File: src/rtl/mem_arb_pkg.sv
// Shared types and port identifiers for the main-memory arbiter.
// Port ids double as bit positions in the one-hot grant vector {if, dt, ld}.
package mem_arb_pkg;

  typedef enum logic {
    BOOT = 1'b0,
    RUN  = 1'b1
  } arb_state_e;

  localparam logic [1:0] PORT_LD   = 2'd0;
  localparam logic [1:0] PORT_DT   = 2'd1;
  localparam logic [1:0] PORT_IF   = 2'd2;
  localparam logic [1:0] PORT_NONE = 2'd3;

  // Collapse a one-hot (or empty) grant vector into its port id.
  function automatic logic [1:0] onehot_to_id(input logic [2:0] oh);
    logic [1:0] id;
    id = PORT_NONE;
    if (oh[PORT_LD])      id = PORT_LD;
    else if (oh[PORT_DT]) id = PORT_DT;
    else if (oh[PORT_IF]) id = PORT_IF;
    return id;
  endfunction

endpackage

File: src/rtl/arb_prio_sel.sv
// Combinational priority selector: ld > dt > if, with a starved fetch
// promoted above dt. During boot only the loader is eligible.
module arb_prio_sel
  import mem_arb_pkg::*;
(
  input  logic       ld_req,
  input  logic       dt_req,
  input  logic       if_req,
  input  logic       boot,
  input  logic       starved,
  output logic [2:0] gnt,
  output logic [1:0] gnt_id
);

  // NOTE: every output of an always_comb gets a default first, so no path
  // through the if-chain can leave it unassigned and infer a latch.
  always_comb begin
    gnt = '0;
    if (ld_req) begin
      gnt[PORT_LD] = 1'b1;
    end else if (!boot) begin
      if (if_req && starved)  gnt[PORT_IF] = 1'b1;
      else if (dt_req)        gnt[PORT_DT] = 1'b1;
      else if (if_req)        gnt[PORT_IF] = 1'b1;
    end
  end

  assign gnt_id = onehot_to_id(gnt);

endmodule

File: src/rtl/mem_port_arbiter.sv
// Arbitrates the single-ported synchronous-read main memory between the
// UART loader, core data port and core fetch port, and sequences boot.
module mem_port_arbiter
  import mem_arb_pkg::*;
#(
  parameter int ADDR_W       = 14,
  parameter int DATA_W       = 32,
  parameter int STARVE_LIMIT = 4,
  parameter bit BOOT_EN      = 1'b1
) (
  input  logic                  clk,
  input  logic                  rst,

  input  logic                  ld_req,
  input  logic                  ld_we,
  input  logic [ADDR_W-1:0]     ld_addr,
  input  logic [DATA_W-1:0]     ld_wdata,
  input  logic [DATA_W/8-1:0]   ld_wstrb,
  output logic                  ld_gnt,
  output logic                  ld_rvalid,
  output logic [DATA_W-1:0]     ld_rdata,

  input  logic                  dt_req,
  input  logic                  dt_we,
  input  logic [ADDR_W-1:0]     dt_addr,
  input  logic [DATA_W-1:0]     dt_wdata,
  input  logic [DATA_W/8-1:0]   dt_wstrb,
  output logic                  dt_gnt,
  output logic                  dt_rvalid,
  output logic [DATA_W-1:0]     dt_rdata,

  input  logic                  if_req,
  input  logic [ADDR_W-1:0]     if_addr,
  output logic                  if_gnt,
  output logic                  if_rvalid,
  output logic [DATA_W-1:0]     if_rdata,

  input  logic                  boot_done,
  output logic                  core_stall,

  output logic                  mem_en,
  output logic [DATA_W/8-1:0]   mem_we,
  output logic [ADDR_W-1:0]     mem_addr,
  output logic [DATA_W-1:0]     mem_wdata,
  input  logic [DATA_W-1:0]     mem_rdata
);

  localparam int                CNT_W   = $clog2(STARVE_LIMIT + 1);
  localparam logic [CNT_W-1:0]  CNT_MAX = CNT_W'(STARVE_LIMIT);
  localparam arb_state_e        RST_ST  = BOOT_EN ? BOOT : RUN;

  arb_state_e       state_q, state_d;
  logic [CNT_W-1:0] starve_cnt, starve_cnt_d;
  logic             resp_v;
  logic [1:0]       resp_id;

  logic [2:0]       sel_gnt, gnt;
  logic [1:0]       sel_id, gnt_id;
  logic             starved;

  assign starved = (starve_cnt == CNT_MAX);

  arb_prio_sel u_sel (
    .ld_req  (ld_req),
    .dt_req  (dt_req),
    .if_req  (if_req),
    .boot    (state_q == BOOT),
    .starved (starved),
    .gnt     (sel_gnt),
    .gnt_id  (sel_id)
  );

  // Grants are masked while reset is held so every output shows its reset
  // value immediately, independent of the requests.
  assign gnt    = rst ? 3'b000    : sel_gnt;
  assign gnt_id = rst ? PORT_NONE : sel_id;

  assign ld_gnt = gnt[PORT_LD];
  assign dt_gnt = gnt[PORT_DT];
  assign if_gnt = gnt[PORT_IF];

  always_comb begin
    state_d    = state_q;
    core_stall = 1'b0;
    unique case (state_q)
      BOOT: begin
        core_stall = 1'b1;
        if (boot_done) state_d = RUN;
      end
      RUN: ;
      default: state_d = RST_ST;
    endcase
  end

  // Fetch only counts as losing arbitration once the core is running.
  always_comb begin
    starve_cnt_d = '0;
    if (state_q == RUN && if_req && !gnt[PORT_IF])
      starve_cnt_d = starved ? starve_cnt : starve_cnt + CNT_W'(1);
  end

  always_comb begin
    mem_en    = 1'b0;
    mem_we    = '0;
    mem_addr  = '0;
    mem_wdata = '0;
    unique case (gnt_id)
      PORT_LD: begin
        mem_en    = 1'b1;
        mem_we    = ld_we ? ld_wstrb : '0;
        mem_addr  = ld_addr;
        mem_wdata = ld_wdata;
      end
      PORT_DT: begin
        mem_en    = 1'b1;
        mem_we    = dt_we ? dt_wstrb : '0;
        mem_addr  = dt_addr;
        mem_wdata = dt_wdata;
      end
      PORT_IF: begin
        mem_en    = 1'b1;
        mem_addr  = if_addr;
      end
      default: ;
    endcase
  end

  // NOTE: sequential state uses non-blocking assignments so every register
  // samples the pre-edge value of its inputs regardless of statement order.
  always_ff @(posedge clk or posedge rst) begin
    if (rst) begin
      state_q    <= RST_ST;
      starve_cnt <= '0;
      resp_v     <= 1'b0;
      resp_id    <= PORT_NONE;
    end else begin
      state_q    <= state_d;
      starve_cnt <= starve_cnt_d;
      resp_v     <= |gnt;
      resp_id    <= gnt_id;
    end
  end

  // Every grant, read or write, produces exactly one response next cycle.
  assign ld_rvalid = resp_v && (resp_id == PORT_LD);
  assign dt_rvalid = resp_v && (resp_id == PORT_DT);
  assign if_rvalid = resp_v && (resp_id == PORT_IF);

  assign ld_rdata = ld_rvalid ? mem_rdata : '0;
  assign dt_rdata = dt_rvalid ? mem_rdata : '0;
  assign if_rdata = if_rvalid ? mem_rdata : '0;

endmodule

File: config.mk
export PLATFORM = sky130hd
export DESIGN_NAME = mem_port_arbiter
export DESIGN_NICKNAME = d
export VERILOG_FILES = /design/src/rtl/mem_arb_pkg.sv /design/src/rtl/arb_prio_sel.sv /design/src/rtl/mem_port_arbiter.sv
export SDC_FILE = /design/constraint.sdc
export NUM_CORES = 1
export LEC_CHECK = 0
export ABC_AREA = 0
export CAP_MARGIN = 20
export CORE_AREA = 2 2 119 121
export CTS_BUF_LIST = sky130_fd_sc_hd__clkbuf_16
export DETAILED_ROUTE_END_ITERATION = 10
export DIE_AREA = 0 0 121 123
export DONT_BUFFER_PORTS = 1
export HOLD_SLACK_MARGIN = 0.03
export MAX_ROUTING_LAYER = met4
export RECOVER_POWER = 100
export SETUP_SLACK_MARGIN = 0.3
export SLEW_MARGIN = 0
export SYNTH_ARGS = -nofsm -noshare
export SYNTH_HDL_FRONTEND = slang
export SYNTH_SLANG_ARGS = --single-unit
File: constraint.sdc
create_clock -name clk -period 2.15 [get_ports clk]
set_clock_uncertainty 0.15 [all_clocks]
set_input_delay 0.3225 -clock clk [delete_from_list [all_inputs] [get_ports clk]]
set_output_delay 0.3225 -clock clk [all_outputs]
set_load 0.005 [all_outputs]
; Word level (Yosys, flattened, before mapping)
; Index checks and enable logic that the tools add are counted.
[word_totals]
regBits = 7
inputBits = 154
out_inout_bits = 154
wordCells = 49
[op_classes]
add_sub_neg = 1
n_eq_ne = 6
muxes = 27
n_reduce_logical = 11
[ops]
columns = op, n
row1 = $mux 32, 3
row2 = $pmux 32 s2, 1
row3 = $pmux 14 s3, 1
row4 = $mux 1, 11
row5 = $mux 2, 5
row6 = $mux 3, 3
row7 = $mux 4, 2
row8 = $pmux 4 s2, 1
row9 = $logic_and 1x1->1, 6
row10 = $reduce_or 3->1, 2
row11 = $eq 2x1->1 const B, 2
row12 = $eq 2x2->1 const B, 2
row13 = $logic_not 2->1, 2
row14 = $add 3x1->3 const B, 1
row15 = $eq 3x3->1 const B, 1
row16 = $ne 2x2->1 const B, 1
row17 = $logic_not 1->1, 1

; Depth between registers and ports, before layout
[depth]
depth_word = 12
ltp_mapped = 7
depth_no_buf = 5

; Cells and area by module
; Synthesis repeated with hierarchy kept, for this count alone.
[unflattened]
hier_cells = 296
hier_area_um2 = 2220.9
[by_module_without_submodules]
columns = mod, n_inst, cells_per_inst, area_per_inst_um2, seq_area_each_um2
row1 = mem_port_arbiter, 1, 287, 2170.8, 177.7
row2 = arb_prio_sel, 1, 9, 50.0, 0.0

; Worst setup path before layout
; OpenSTA, ideal clock, no wires.
[synth_path]
path_kind = register -> output
startpoint = register starve_cnt[0]
endpoint = output mem_wdata[11]
t_arrival_ns = 1.445
required_time_ns = 1.678
path_slack_ns = 0.232
path_stages_with_launch = 8
n_path_buf = 2
cell_sequence = dfrtp_1 inv_1 ha_1 nand3_1 buf_2 buf_1 nand4_1 a21oi_1
[synth_between]
elab_chain_len = 11
elab_cells_between_ends = 13
classes_between = eq/ne (2) / mux (9) / reduce/logical (2)
[synth_lines]
columns = element, line_no
row1 = "start, declared", mem_port_arbiter.sv:53  ; logic [CNT_W-1:0] starve_cnt, starve_cnt_d;
row2 = "start signal, assigned", mem_port_arbiter.sv:138  ; starve_cnt <= starve_cnt_d;
row3 = $eq 3x3->1 (*), mem_port_arbiter.sv:61  ; assign starved = (starve_cnt == CNT_MAX);
row4 = $logic_and 1x1->1 (*), arb_prio_sel.sv:22  ; if (if_req && starved) gnt[PORT_IF] = 1'b1;
row5 = $mux 1, arb_prio_sel.sv:22
row6 = $mux 2 (*), arb_prio_sel.sv:21  ; end else if (!boot) begin
row7 = $mux 2 (*), arb_prio_sel.sv:19  ; if (ld_req) begin
row8 = $mux 1, mem_arb_pkg.sv:21  ; else if (oh[PORT_IF]) id = PORT_IF;
row9 = $mux 2 (*), mem_arb_pkg.sv:20  ; else if (oh[PORT_DT]) id = PORT_DT;
row10 = $mux 2 (*), mem_arb_pkg.sv:19  ; if (oh[PORT_LD]) id = PORT_LD;
row11 = $mux 2 (*), mem_port_arbiter.sv:76  ; assign gnt_id = rst ? PORT_NONE : sel_id;
row12 = $eq 2x1->1 or $logic_not 2->1 (tied branches), mem_port_arbiter.sv:107  ; unique case (gnt_id)
row13 = $pmux 32 s2 (*), mem_port_arbiter.sv:107
row14 = "end, declared", mem_port_arbiter.sv:44  ; output logic [DATA_W-1:0] mem_wdata,
; Every way passes the cells marked *; elsewhere a longest branch is shown, timed or not.

; Final worst setup path
[layout_path]
startpoint = register resp_id[0]
endpoint = output dt_rdata[25]
[layout_between]
elab_chain_len = 3
[layout_lines]
columns = element, line_no
row1 = "start, declared", mem_port_arbiter.sv:55  ; logic [1:0] resp_id;
row2 = "start signal, assigned", mem_port_arbiter.sv:140  ; resp_id <= gnt_id;
row3 = $eq 2x1->1, mem_port_arbiter.sv:146  ; assign dt_rvalid = resp_v && (resp_id == PORT_DT);
row4 = $logic_and 1x1->1, mem_port_arbiter.sv:146
row5 = $mux 32, mem_port_arbiter.sv:150  ; assign dt_rdata = dt_rvalid ? mem_rdata : '0;
row6 = "end, declared", mem_port_arbiter.sv:30  ; output logic [DATA_W-1:0] dt_rdata,
; No other way between the ends.

==> results.py <==
metrics = {
    "global_route": {
        "grt_pass1_vias": 2252,
        "globalRouteTotalUtil_pct": 14.1,
        "grt_pass1_wl_um": 14700,
        "grt_use_met2_pct": 25.9,
        "antenna_found_initial": 2,
        "grt_use_met1_pct": 14.1,
        "top_usage_layer": "met2",
        "met3_usage_pct": 3.74,
        "overflow": 0,
        "grt_max_degree": 66,
    },
    "routing": {
        "ant_nets": 0,
        "drc": 0,
        "wl_per_cell_um": 24.5,
        "drt-total-wl_um": 13000,
        "dr.pass1.iters": 4,
        "drt-vias-per-instance": 5.27,
        "vias": 2789,
        "drt_iter0_drc": 155,
    },
    "worst_setup_path": {
        "reg2reg_slack_ns": 0.50,
        "rr_worst_depth": 7,
        "r2r-end": "resp_id[0]",
        "crit_path_max_fanout": 8,
        "cp_data_arrival_time_ns": 1.62,
        "crit_type": "flop to output pin",
        "crit_path_start": "resp_id[0]",
        "start_kind": "flop",
        "endpoint_kind": "output pin",
        "timing.rr.start": "starve_cnt[0]",
        "cp_data_required_time_ns": 1.68,
    },
    "floorplan": {
        "initial_core_util_pct": 15.5,
        "ioPinCount": 308,
        "die_height_um": 123,
        "dieArea_um2": 14900,
        "row_count": 43,
        "fp.dieW_um": 121,
        "coreArea_um2": 13600,
    },
    "min_path": {
        "hp-class": "input port to flop",
        "worstHoldStart": "boot_done",
        "min_to": "state_q",
        "min_delay_path_depth": 1,
    },
    "place": {
        "place_ws_ns": 0.169,
        "dp.cells": 493,
        "post_dp_cell_area_um2": 2310,
        "port_buffers": 0,
        "gp_congestion": 0.770,
        "dpl.hpwl_um": 8700,
    },
    "cts": {
        "clock_latency_ns": 0.23,
        "cts.sinks": 7,
        "numCtsBuffers": 3,
        "clkTransAtPathRegs_ns": 0.03,
        "ctsHtreeMaxLevel": 1,
        "clock-root-buffer": "clkbuf_16",
        "cts_tree": "done",
        "clk_path_buf_depth": 2,
    },
    "finish": {
        "most-common-layout-cells": "and2_0, nand2_1, a21oi_1, nand4_1, and2_4",
        "postLayoutCellArea_um2": 3070,
        "drive_gt1_share_pct": 30.1,
        "stdcell_count": 529,
        "area_growth_pct": 45.7,
        "fin_nets": 503,
        "layout_commonest_cell": "and2_0",
        "fin_util_pct": 22.6,
    },
    "timing": {
        "worst_pin_slew_ns": 0.353,
        "period_share_pct": 97.1,
        "period_minus_slack_ns": 2.09,
        "setup_ws_ns": 0.0621,
        "rsz0062_at_grt": "yes",
        "finalHoldViolations": 0,
        "fmax_mhz": 479,
        "drv_slew": 0,
        "tns_ns": 0,
        "slew_headroom_pct": 76.5,
        "setup_viol": 0,
    },
    "pwr": {
        "p_per_area_nw_per_um2": 288,
        "max-vdd-ir-drop_uv": 204,
        "p_leak_nw": 1.08,
    },
    "yosys": {
        "seq_area_frac_synth_pct": 8.43,
        "synth_warnings": 0,
        "synth_nets": 495,
        "synth.avg_cell_area_um2": 6.22,
        "synth_cell_types": 34,
        "ys_ff_latch": 7,
        "synth_area_um2": 2110,
        "synth_edf_count": 0,
        "synthFlopType": "dfrtp_1",
        "async_flop_share_pct": 100,
        "syn_inst": 339,
    },
    "run": {
        "drv_cap": 0,
    },
    "run_status": {
        "status": "completed",
    },
}
==> layout make-up <==
class | instances | area [um2]
multi-input combinational | 289 | 2030
sequential | 7 | 178
clock buffer | 3 | 75.1
tap | 180 | 225
antenna | 3 | 7.51
fill | 1529 | 10500
inverter | 5 | 18.8
timing repair buffer | 41 | 533
clock inverter | 1 | 3.75
==> Yosys cell counts, types with 2 or more instances <==
cell	count	share of area (%)
a221oi_1	6	2.5
o21ai_0	15	3.6
ha_1	2	1.2
inv_1	4	0.71
buf_6	2	1.1
clkbuf_1	22	3.9
dfstp_2	2	2.5
a221oi_2	8	5.7
a32o_1	4	1.9
a31oi_1	14	4.2
dfrtp_1	5	5.9
a21oi_1	37	8.8
buf_1	2	0.36
nor2_1	4	0.71
buf_2	11	2.6
buf_4	2	0.71
and3_1	2	0.59
or3_1	3	0.89
and2_1	98	29
nand2_1	51	9.1
nand4_1	32	9.5
==> sequential cells by signal, summed over array words and instances, names as in the netlist <==
register	flops
resp_v	1
resp_id	2
state_q	1
starve_cnt	3
==> critical path, cell delays in order (launching register included) <==
cell	delay, ns
dfstp_2	0.55
and3b_1	0.30
clkbuf_1	0.22
buf_16	0.16
and2_4	0.14
==> worst max path at each step <==
stage | to | slack (ns) | cells after the start
final | dt_rdata[25] | 0.06 | 4
after global routing | ld_rdata[26] | 0.03 | 5
after CTS | mem_addr[0] | 0.11 | 5
after detailed placement | mem_addr[0] | 0.17 | 5
after global placement | mem_addr[0] | 0.15 | 5
after floorplan | mem_addr[9] | 0.30 | 6
==> cells by family (layout without fill, tap and decap cells) <==
logic type,after synthesis,in the layout,share of synthesized area (%)
AO/OA/AOI/OAI,87,87,28.0
adder cells (fa/ha/maj),2,2,1.19
buffers and inverters,44,50,9.55
flip-flops,7,7,8.43
multiplexers,1,1,0.534
other,0,3,0
AND/OR/NAND/NOR,198,199,52.3
==> layer usage <==
metal	vias up	routed length (um)
met4	0	408
met3	23	1150
li1	1219	-
met2	195	6920
met5	-	0
met1	1352	4510
==> where the power goes <==
group          switching [W]  internal (W)  total, W
registers         0.00000911      0.000143  0.000152
clock network      0.0000726      0.000242  0.000315
logic               0.000221      0.000195  0.000416
==> stage by stage <==
step	hold slack (ns)	power, W
after floorplan	0.282	0.000407
after global placement	0.0308	0.000438
after detailed placement	0.0293	0.000443
after CTS	0.0564	0.000897
after global routing	0.0614	0.000927
final	0.0593	0.000883
==> repair_timing <==
action / CTS / global route
hold endpoints to repair: 6 / 0
gates resized for setup: 111 / 48
gates cloned: 5 / 8
setup endpoints to repair: 98 / 138
hold buffers: 1 / 0
setup buffers: 10 / 5
pin swaps: 33 / 35
No activity file was read; power rests on OpenSTA's default activity.
